### src/rtl/pipe_mac_acc_pkg.sv
// Shared constants for the pipelined multiply-add/accumulate datapath.
package pipe_mac_acc_pkg;

    localparam logic MODE_DIRECT = 1'b0;
    localparam logic MODE_ACC    = 1'b1;
    localparam int   PIPE_LAT    = 4;

endpackage

### src/rtl/pipe_mac_acc_sat_add.sv
// Unsigned W-bit adder: wraps (SAT=0) or clamps to all-ones (SAT=1); ovf flags the carry out.
// Purely combinational, no latency, no flow control.
module sat_add #(
    parameter int W   = 16,
    parameter int SAT = 0
) (
    input  logic [W-1:0] x,
    input  logic [W-1:0] y,
    output logic [W-1:0] sum,
    output logic         ovf
);

    logic [W:0] full;

    assign full = {1'b0, x} + {1'b0, y};
    assign ovf  = full[W];
    assign sum  = ((SAT != 0) && full[W]) ? {W{1'b1}} : full[W-1:0];

endmodule

### src/rtl/pipe_mac_acc.sv
// 4-stage multiply-add / accumulate pipeline with sticky overflow flag.
// Latency 4 clocks, one sample per clock, no backpressure (pipeline always advances).
module pipe_mac_acc
    import pipe_mac_acc_pkg::*;
#(
    parameter int               IN_W   = 8,
    parameter int               OUT_W  = 16,
    parameter logic [OUT_W-1:0] OFFSET = 'h004E,
    parameter int               SAT    = 0
) (
    input  logic             clk,
    input  logic             reset,
    input  logic             in_valid,
    input  logic             mode,
    input  logic             acc_clr,
    input  logic [IN_W-1:0]  a,
    input  logic [IN_W-1:0]  b,
    input  logic [IN_W-1:0]  c,
    output logic             out_valid,
    output logic [OUT_W-1:0] g,
    output logic             ovf
);

    if (OUT_W < 2 * IN_W) begin : g_width_check
        $error("pipe_mac_acc: OUT_W must be >= 2*IN_W");
    end

    // Stage 1: input capture
    logic            v1, mode1, clr1;
    logic [IN_W-1:0] a1, b1, c1;

    always_ff @(posedge clk) begin
        if (!reset) begin
            v1    <= 1'b0;
            mode1 <= 1'b0;
            clr1  <= 1'b0;
            a1    <= '0;
            b1    <= '0;
            c1    <= '0;
        end else begin
            v1 <= in_valid;
            if (in_valid) begin
                mode1 <= mode;
                clr1  <= acc_clr;
                a1    <= a;
                b1    <= b;
                c1    <= c;
            end
        end
    end

    // Stage 2: full-width product, which always fits in OUT_W
    logic [2*IN_W-1:0] prod_full;
    logic [OUT_W-1:0]  prod2;
    logic [IN_W-1:0]   c2;
    logic              v2, mode2, clr2;

    assign prod_full = a1 * b1;

    always_ff @(posedge clk) begin
        if (!reset) begin
            v2    <= 1'b0;
            mode2 <= 1'b0;
            clr2  <= 1'b0;
            prod2 <= '0;
            c2    <= '0;
        end else begin
            v2    <= v1;
            mode2 <= mode1;
            clr2  <= clr1;
            prod2 <= OUT_W'(prod_full);
            c2    <= c1;
        end
    end

    // Stage 3: accumulate and add c
    logic [OUT_W-1:0] acc, acc_base, acc_next, add_in, s3_next, s3;
    logic             acc_ovf, c_ovf, v3, ovf3, clr3;
    logic             is_acc;

    assign is_acc   = (mode2 == MODE_ACC);
    assign acc_base = clr2 ? '0 : acc;
    assign add_in   = is_acc ? acc_next : prod2;

    sat_add #(.W(OUT_W), .SAT(SAT)) u_add_acc (
        .x(acc_base), .y(prod2), .sum(acc_next), .ovf(acc_ovf)
    );

    sat_add #(.W(OUT_W), .SAT(SAT)) u_add_c (
        .x(add_in), .y(OUT_W'(c2)), .sum(s3_next), .ovf(c_ovf)
    );

    always_ff @(posedge clk) begin
        if (!reset) begin
            v3   <= 1'b0;
            acc  <= '0;
            s3   <= '0;
            ovf3 <= 1'b0;
            clr3 <= 1'b0;
        end else begin
            v3 <= v2;
            if (v2) begin
                if (is_acc) begin
                    acc <= acc_next;
                end
                s3   <= s3_next;
                ovf3 <= c_ovf | (is_acc & acc_ovf);
                clr3 <= is_acc & clr2;
            end
        end
    end

    // Stage 4: offset and sticky flag; a clear and an overflow on the same sample leave ovf set
    logic [OUT_W-1:0] g_next;
    logic             off_ovf;

    sat_add #(.W(OUT_W), .SAT(SAT)) u_add_off (
        .x(s3), .y(OFFSET), .sum(g_next), .ovf(off_ovf)
    );

    always_ff @(posedge clk) begin
        if (!reset) begin
            out_valid <= 1'b0;
            g         <= '0;
            ovf       <= 1'b0;
        end else begin
            out_valid <= v3;
            if (v3) begin
                g   <= g_next;
                ovf <= (ovf & ~clr3) | ovf3 | off_ovf;
            end
        end
    end

endmodule
### config.mk
export PLATFORM = sky130hd
export DESIGN_NAME = pipe_mac_acc
export DESIGN_NICKNAME = d
export VERILOG_FILES = /design/src/rtl/pipe_mac_acc_pkg.sv /design/src/rtl/pipe_mac_acc_sat_add.sv /design/src/rtl/pipe_mac_acc.sv
export SDC_FILE = /design/constraint.sdc
export NUM_CORES = 1
export LEC_CHECK = 0
export CAP_MARGIN = 20
export CORE_ASPECT_RATIO = 0.9
export CORE_UTILIZATION = 50
export CTS_BUF_LIST = sky130_fd_sc_hd__clkbuf_4
export DETAILED_ROUTE_END_ITERATION = 7
export GPL_TIMING_DRIVEN = 0
export PLACE_DENSITY = 0.7
export SYNTH_ARGS = -nofsm -noshare
export SYNTH_HDL_FRONTEND = slang
export SYNTH_SLANG_ARGS = --single-unit
export TNS_END_PERCENT = 50
### constraint.sdc
create_clock -name clk -period 4 [get_ports clk]
set_input_delay 0.8 -clock clk [delete_from_list [all_inputs] [get_ports clk]]
set_output_delay 0.8 -clock clk [all_outputs]
set_load 0.02 [all_outputs]
; After elaboration in Yosys (flattened, before gate mapping)
; Index checks and enable logic that the tools add are counted.
[word_totals]
register_bits = 107
input_bits = 29
ramBits = 0
output_inout_bits = 18
rom_bits = 0
latchBits = 0
n_memories = 0
elab_cells = 33
[op_classes]
div = 0
magnitude_cmp = 0
add_sub_neg = 3
n_eq_ne = 0
multipliers = 1
bitwise = 7
n_reduce_logical = 1
shifts = 0
muxes = 2
[op_table]
columns = op, n
row1 = two-way mux 16 bit, 2
row2 = adder 16 x 16 -> 17 bit, 1
row3 = "adder 16 x 7 -> 17 bit, second input constant", 1
row4 = adder 16 x 8 -> 17 bit, 1
row5 = multiplier 8 x 8 -> 16 bit, 1
row6 = bitwise AND 1 bit, 3
row7 = bitwise OR 1 bit, 3
row8 = AND reduction 2 bit, 1
row9 = inverter 1 bit, 1

; Longest topological paths before layout
[depth]
ltp_word = 5
depth_mapped = 18
ltp_nobuf = 18

; Cells and area by module
; Synthesis repeated with hierarchy kept, for this count alone.
[hier_totals]
cells_unflattened = 924
hier_area_um2 = 8177.8
[by_module_without_submodules]
columns = mod, cells_each, instances, area_per_inst_um2, seq_area_each_um2
row1 = pipe_mac_acc, 615, 1, 5895.7, 2142.1
row2 = sat_add, 103, 3, 760.7, 0.0

; Worst setup path after synthesis
; Ideal clock, no wire load.
[synth_path]
path_kind = register to register
from = reg a1[5]
to = reg prod2[15]
required_ns = 3.884
setup_time_ns = 0.116
slack_ns = -0.199
path_stages_with_launch = 16
path_buffers = 1
synth_period_minus_slack_ns = 4.199
arrival_ns = 4.083
cell_sequence = dfxtp_1 -> clkbuf_1 -> and2_1 -> fa_1 -> fa_1 -> fa_1 -> inv_1 -> fa_1 -> inv_1 -> ha_1 -> or3_1 -> o21ai_0 -> a211oi_1 -> o211ai_1 -> a21oi_1 -> a31o_2
[synth_between]
elab_chain_len = 1
[synth_lines]
columns = item, line
row1 = "start, declared", pipe_mac_acc.sv:30  ; logic [IN_W-1:0] a1, b1, c1;
row2 = "start signal, assigned", pipe_mac_acc.sv:37  ; a1 <= '0;
row3 = "start signal, assigned", pipe_mac_acc.sv:45  ; a1 <= a;
row4 = multiplier 8 x 8 -> 16 bit, pipe_mac_acc.sv:58  ; assign prod_full = a1 * b1;
row5 = "end signal, assigned", pipe_mac_acc.sv:71  ; prod2 <= OUT_W'(prod_full);
row6 = "end, declared", pipe_mac_acc.sv:54  ; logic [OUT_W-1:0] prod2;
; No other way between the ends.
; A chain may end at the register's enable or synchronous reset.

; Worst setup path in the final report
[layout_path]
from = reg a1[3]
to = reg prod2[11]
; The elaborated chain is that of the path after synthesis.

==> metrics.md <==
| Metric | Value |
|---|---|
| Final TNS setup | `-0.2436 ns` |
| Global Route Usage Sum | `approximately 25%` |
| Slowest-stage cell, CP | `fa_1` |
| I/O pins | `47` |
| Share of cells above drive strength 1 | `14.89%` |
| Initial antenna violation count | `2` |
| Clock Power Share | `between 20 and 30%` |
| Largest net degree at the start of global routing | `22` |
| Clock transition at path regs | `0.19 ns` |
| DR DRC count | `0` |
| Fin crit period | `around 4.1 ns` |
| Crit path kind | `reg -> reg` |
| Setup violations, final | `4` |
| DR pass1 iterations | `5` |
| Gate Count Post-Synth | `between 800 and 900` |
| Core Footprint | `roughly 0.014 mm²` |
| Sequential area share after synthesis | `between 20% and 30%` |
| Final instance area | `0.008768 mm²` |
| RSZ-0062 raised after global routing | `yes` |
| Max incr delay on CP | `roughly 0.50 ns` |
| Routed Antenna Nets | `0` |
| IO Port Bufs | `45` |
| Failing checks | `setup timing` |
| Worst vdd ir | `209.1 µV` |
| Post-synth EDFFs | `0` |
| Die height | `~120 µm` |
| Post-synth top flop | `dfxtp_1` |
| Slew Viols, Final | `0` |
| Sw Ratio | `about a third` |
| Initial drt markers | `between 300 and 400` |
| TritonCTS buffer count | `9` |
| Syn_nets | `around 960` |
| Vias per inst | `~5.4` |
| Die Wd | `130.7 µm` |
| Final WL | `roughly 18,000 µm` |
| CP Max Fanout | `6` |
| GPL Wtd Cong | `about 0.92` |
| Clock buffer depth | `2` |
| CP Cell Sequence | `and2_4 -> fa_1 -> fa_1 -> fa_1 -> inv_1 -> fa_1 -> inv_2 -> ha_4 -> or3_4 -> o21ai_2 -> buf_4 -> buf_4 -> buf_4 -> buf_4 -> a21oi_1 -> xnor2_1 -> nor2_1` |
| Cell Area, Synth | `~0.0075 mm²` |
| Pleak | `approximately 3.8 nW` |
| Row cnt | `between 40 and 50` |
| Cell Int Power | `1.428 mW` |
| P_sw | `between 600 and 700 µW` |
| Fmax | `between 200 and 250 MHz` |
| DP Wirelength | `roughly 13,000 µm` |
| Combinational Power Share | `between 10% and 20%` |
| Synthesized area per cell | `between 8 and 9 µm²` |
| Power Dens Cells | `between 200 and 250 mW/mm²` |
| Sequential power share | `around 55%` |
| Worst hold slack | `0.4461 ns` |
| Vias in the first global route | `5,929` |
| Total grt overflow | `0` |
| CTS Sinks | `~110` |
| TritonCTS clock tree | `built` |
| Seq cells post-synth | `roughly 110` |
| Synth async-reset ratio | `0%` |
| Fin. Hold Viols | `0` |
| Initial core utilization | `between 50% and 60%` |
| Worst EP required | `4.39 ns` |
| DP Area | `0.008180 mm²` |
| CP Data Arrival Time | `4.52 ns` |
| Die Area | `0.01540 mm²` |
| Setup ws final | `-0.1248 ns` |
| H-tree depth | `3` |
| Total number of yosys warnings | `0` |
| Hold buffers post-CTS | `0` |
| Worst-Margin Slew | `0.8151 ns` |
| Netlist cell types | `74` |
| Outcome | `finished with violations` |
| Area growth syn-to-layout | `17.62%` |
| Clock Latency Late Sink | `0.53 ns` |
| Nets | `approximately 1,000` |
| Vias post-DR | `between 6,000 and 7,000` |
| Routed WL per cell | `~16 µm` |
| Worst Setup Start Kind | `flop` |
| Period utilization | `103.1%` |
| Worst slew margin | `45.66%` |
| Worst path top cell family by delay | `adder cells` |
| Global-route wire length before repair | `29,230 µm` |
| CP endpoint kind | `flop` |
| Clock Skew | `between 0.02 and 0.03 ns` |
| Clock root cell | `clkbuf_4` |
| Number of max-cap violations | `0` |
| Worst Path Buf+Inv | `6` |
| Hold WC Path Type | `reg -> reg` |
==> logic make-up (layout without fill, tap and decap cells) <==
group	count (synthesis)	count (layout)	share of synthesized area (%)
simple gates	310	310	21.90
compound gates	144	144	13.85
flops	107	107	28.73
fa+ha+maj	99	99	20.44
buf+inv	91	181	4.817
mux	46	46	6.277
xor+xnor	33	33	3.978
other cells	0	1	0
==> worst paths after layout <==
path         depth (start not counted)  startpoint        end  slack [ns]
max                                 17       a1[3]  prod2[11]       -0.12
min                                  1          v1         v2        0.45
max reg2reg                         17       a1[3]  prod2[11]       -0.12
min reg2reg                          1          v1         v2        0.45
==> power by group through the flow <==
stage	Combinational, mW	Sequential, mW	Clock, mW
after floorplan	0.222	1.16	0
after global placement	0.319	1.17	0
after detailed placement	0.323	1.17	0
after CTS	0.355	1.14	0.594
after global routing	0.413	1.15	0.641
final	0.373	1.14	0.582
==> placed cells by master, fill, tap and decap left out, types with 11 or more instances in the layout <==
cell	netlist	final
a211oi_1	13	12
a21o_1	11	11
a21oi_1	36	34
and2_1	69	59
buf_4	0	27
clkbuf_1	23	21
clkdlybuf4s50_1	0	45
dfxtp_1	107	92
dfxtp_4	0	12
fa_1	38	34
ha_1	61	56
inv_1	62	55
mux2i_1	40	40
nand2_1	59	56
nand2b_1	12	11
nand3_1	11	11
nor2_1	78	77
nor2b_1	23	22
nor3_1	12	11
o21ai_0	20	14
xnor2_1	19	19
xor2_1	13	12
==> cells in the mapped netlist, drive strengths merged (2+ instances only) <==
cell type    n  share of area [%]
dfxtp      107                 29
nor2        78                3.9
and2        71                6.0
inv         62                3.1
ha          61                 10
nand2       61                3.1
a21oi       41                3.1
mux2i       40                5.4
fa          38                 10
clkbuf      24                1.3
o21ai       24                1.6
nor2b       23                1.9
xnor2       20                2.5
a211oi      15                1.6
a21o        13                1.3
nor3        13               0.94
xor2        13                1.5
nand2b      12                1.0
nand3       11               0.74
or3         11               0.99
a31oi        9               0.96
and3         9               0.77
o211ai       7               0.70
o21a         7               0.70
mux2         6               0.91
o21bai       6               0.65
nor3b        5               0.50
buf          4               0.30
a311oi       3               0.35
and4         3               0.39
nand3b       3               0.30
nor4         3               0.34
nor4b        3               0.52
a211o        2               0.24
o2bb2ai      2               0.24
o31ai        2               0.39
==> flip-flops by register name (all words and copies together), names as in the netlist, 8 cells and up <==
register and count:
prod2 16, a1 8, g 16, c1 8, c2 8, acc 16, b1 8, s3 16
==> per-stage QoR <==
stage	setup WS (ns)	power, mW	std cells	utilization, %
floorplan	0.002569	1.378	830	-
global placement	-0.4098	1.487	1068	57.36
CTS	-0.08244	2.090	1107	60.38
global route	-0.2373	2.202	1114	61.48
finish	-0.1248	2.097	1114	61.48
detailed placement	-0.4389	1.492	1068	57.36
==> routing by layer <==
metal	up-vias	GRT usage [%]	routed length, µm
li1	3004	-	-
met1	2881	33.48	8266
met2	132	39.19	8181
met3	22	5.045	928
met4	0	6.466	272
met5	-	0	0
==> cell type report <==
cell class	instances	area, µm²
repair buffers	76	690.7
inverters	63	239.0
flip-flops and latches	107	2191
diodes	1	2.502
plain buffers	26	115.1
well taps	193	241.5
multi-input cells	632	5141
clock inverters	7	80.08
fillers	1270	5493
clock buffers	9	67.56
==> worst reg2reg max path, cell delays in order (launching register included) <==
cell and delay, ns:
dfxtp_4 0.41, and2_4 0.17, fa_1 0.49, fa_1 0.50, fa_1 0.49, inv_1 0.05
fa_1 0.49, inv_2 0.05, ha_4 0.22, or3_4 0.38, o21ai_2 0.08, buf_4 0.13
buf_4 0.09, buf_4 0.10, buf_4 0.10, a21oi_1 0.04, xnor2_1 0.14, nor2_1 0.06
==> repair_timing <==
item | in CTS | in global routing
resized for setup | 49 | 25
setup buffers | 24 | 7
setup endpoints to repair | 7 | 10
pin swaps | 27 | 20
Power figures use the tool's default switching activity.
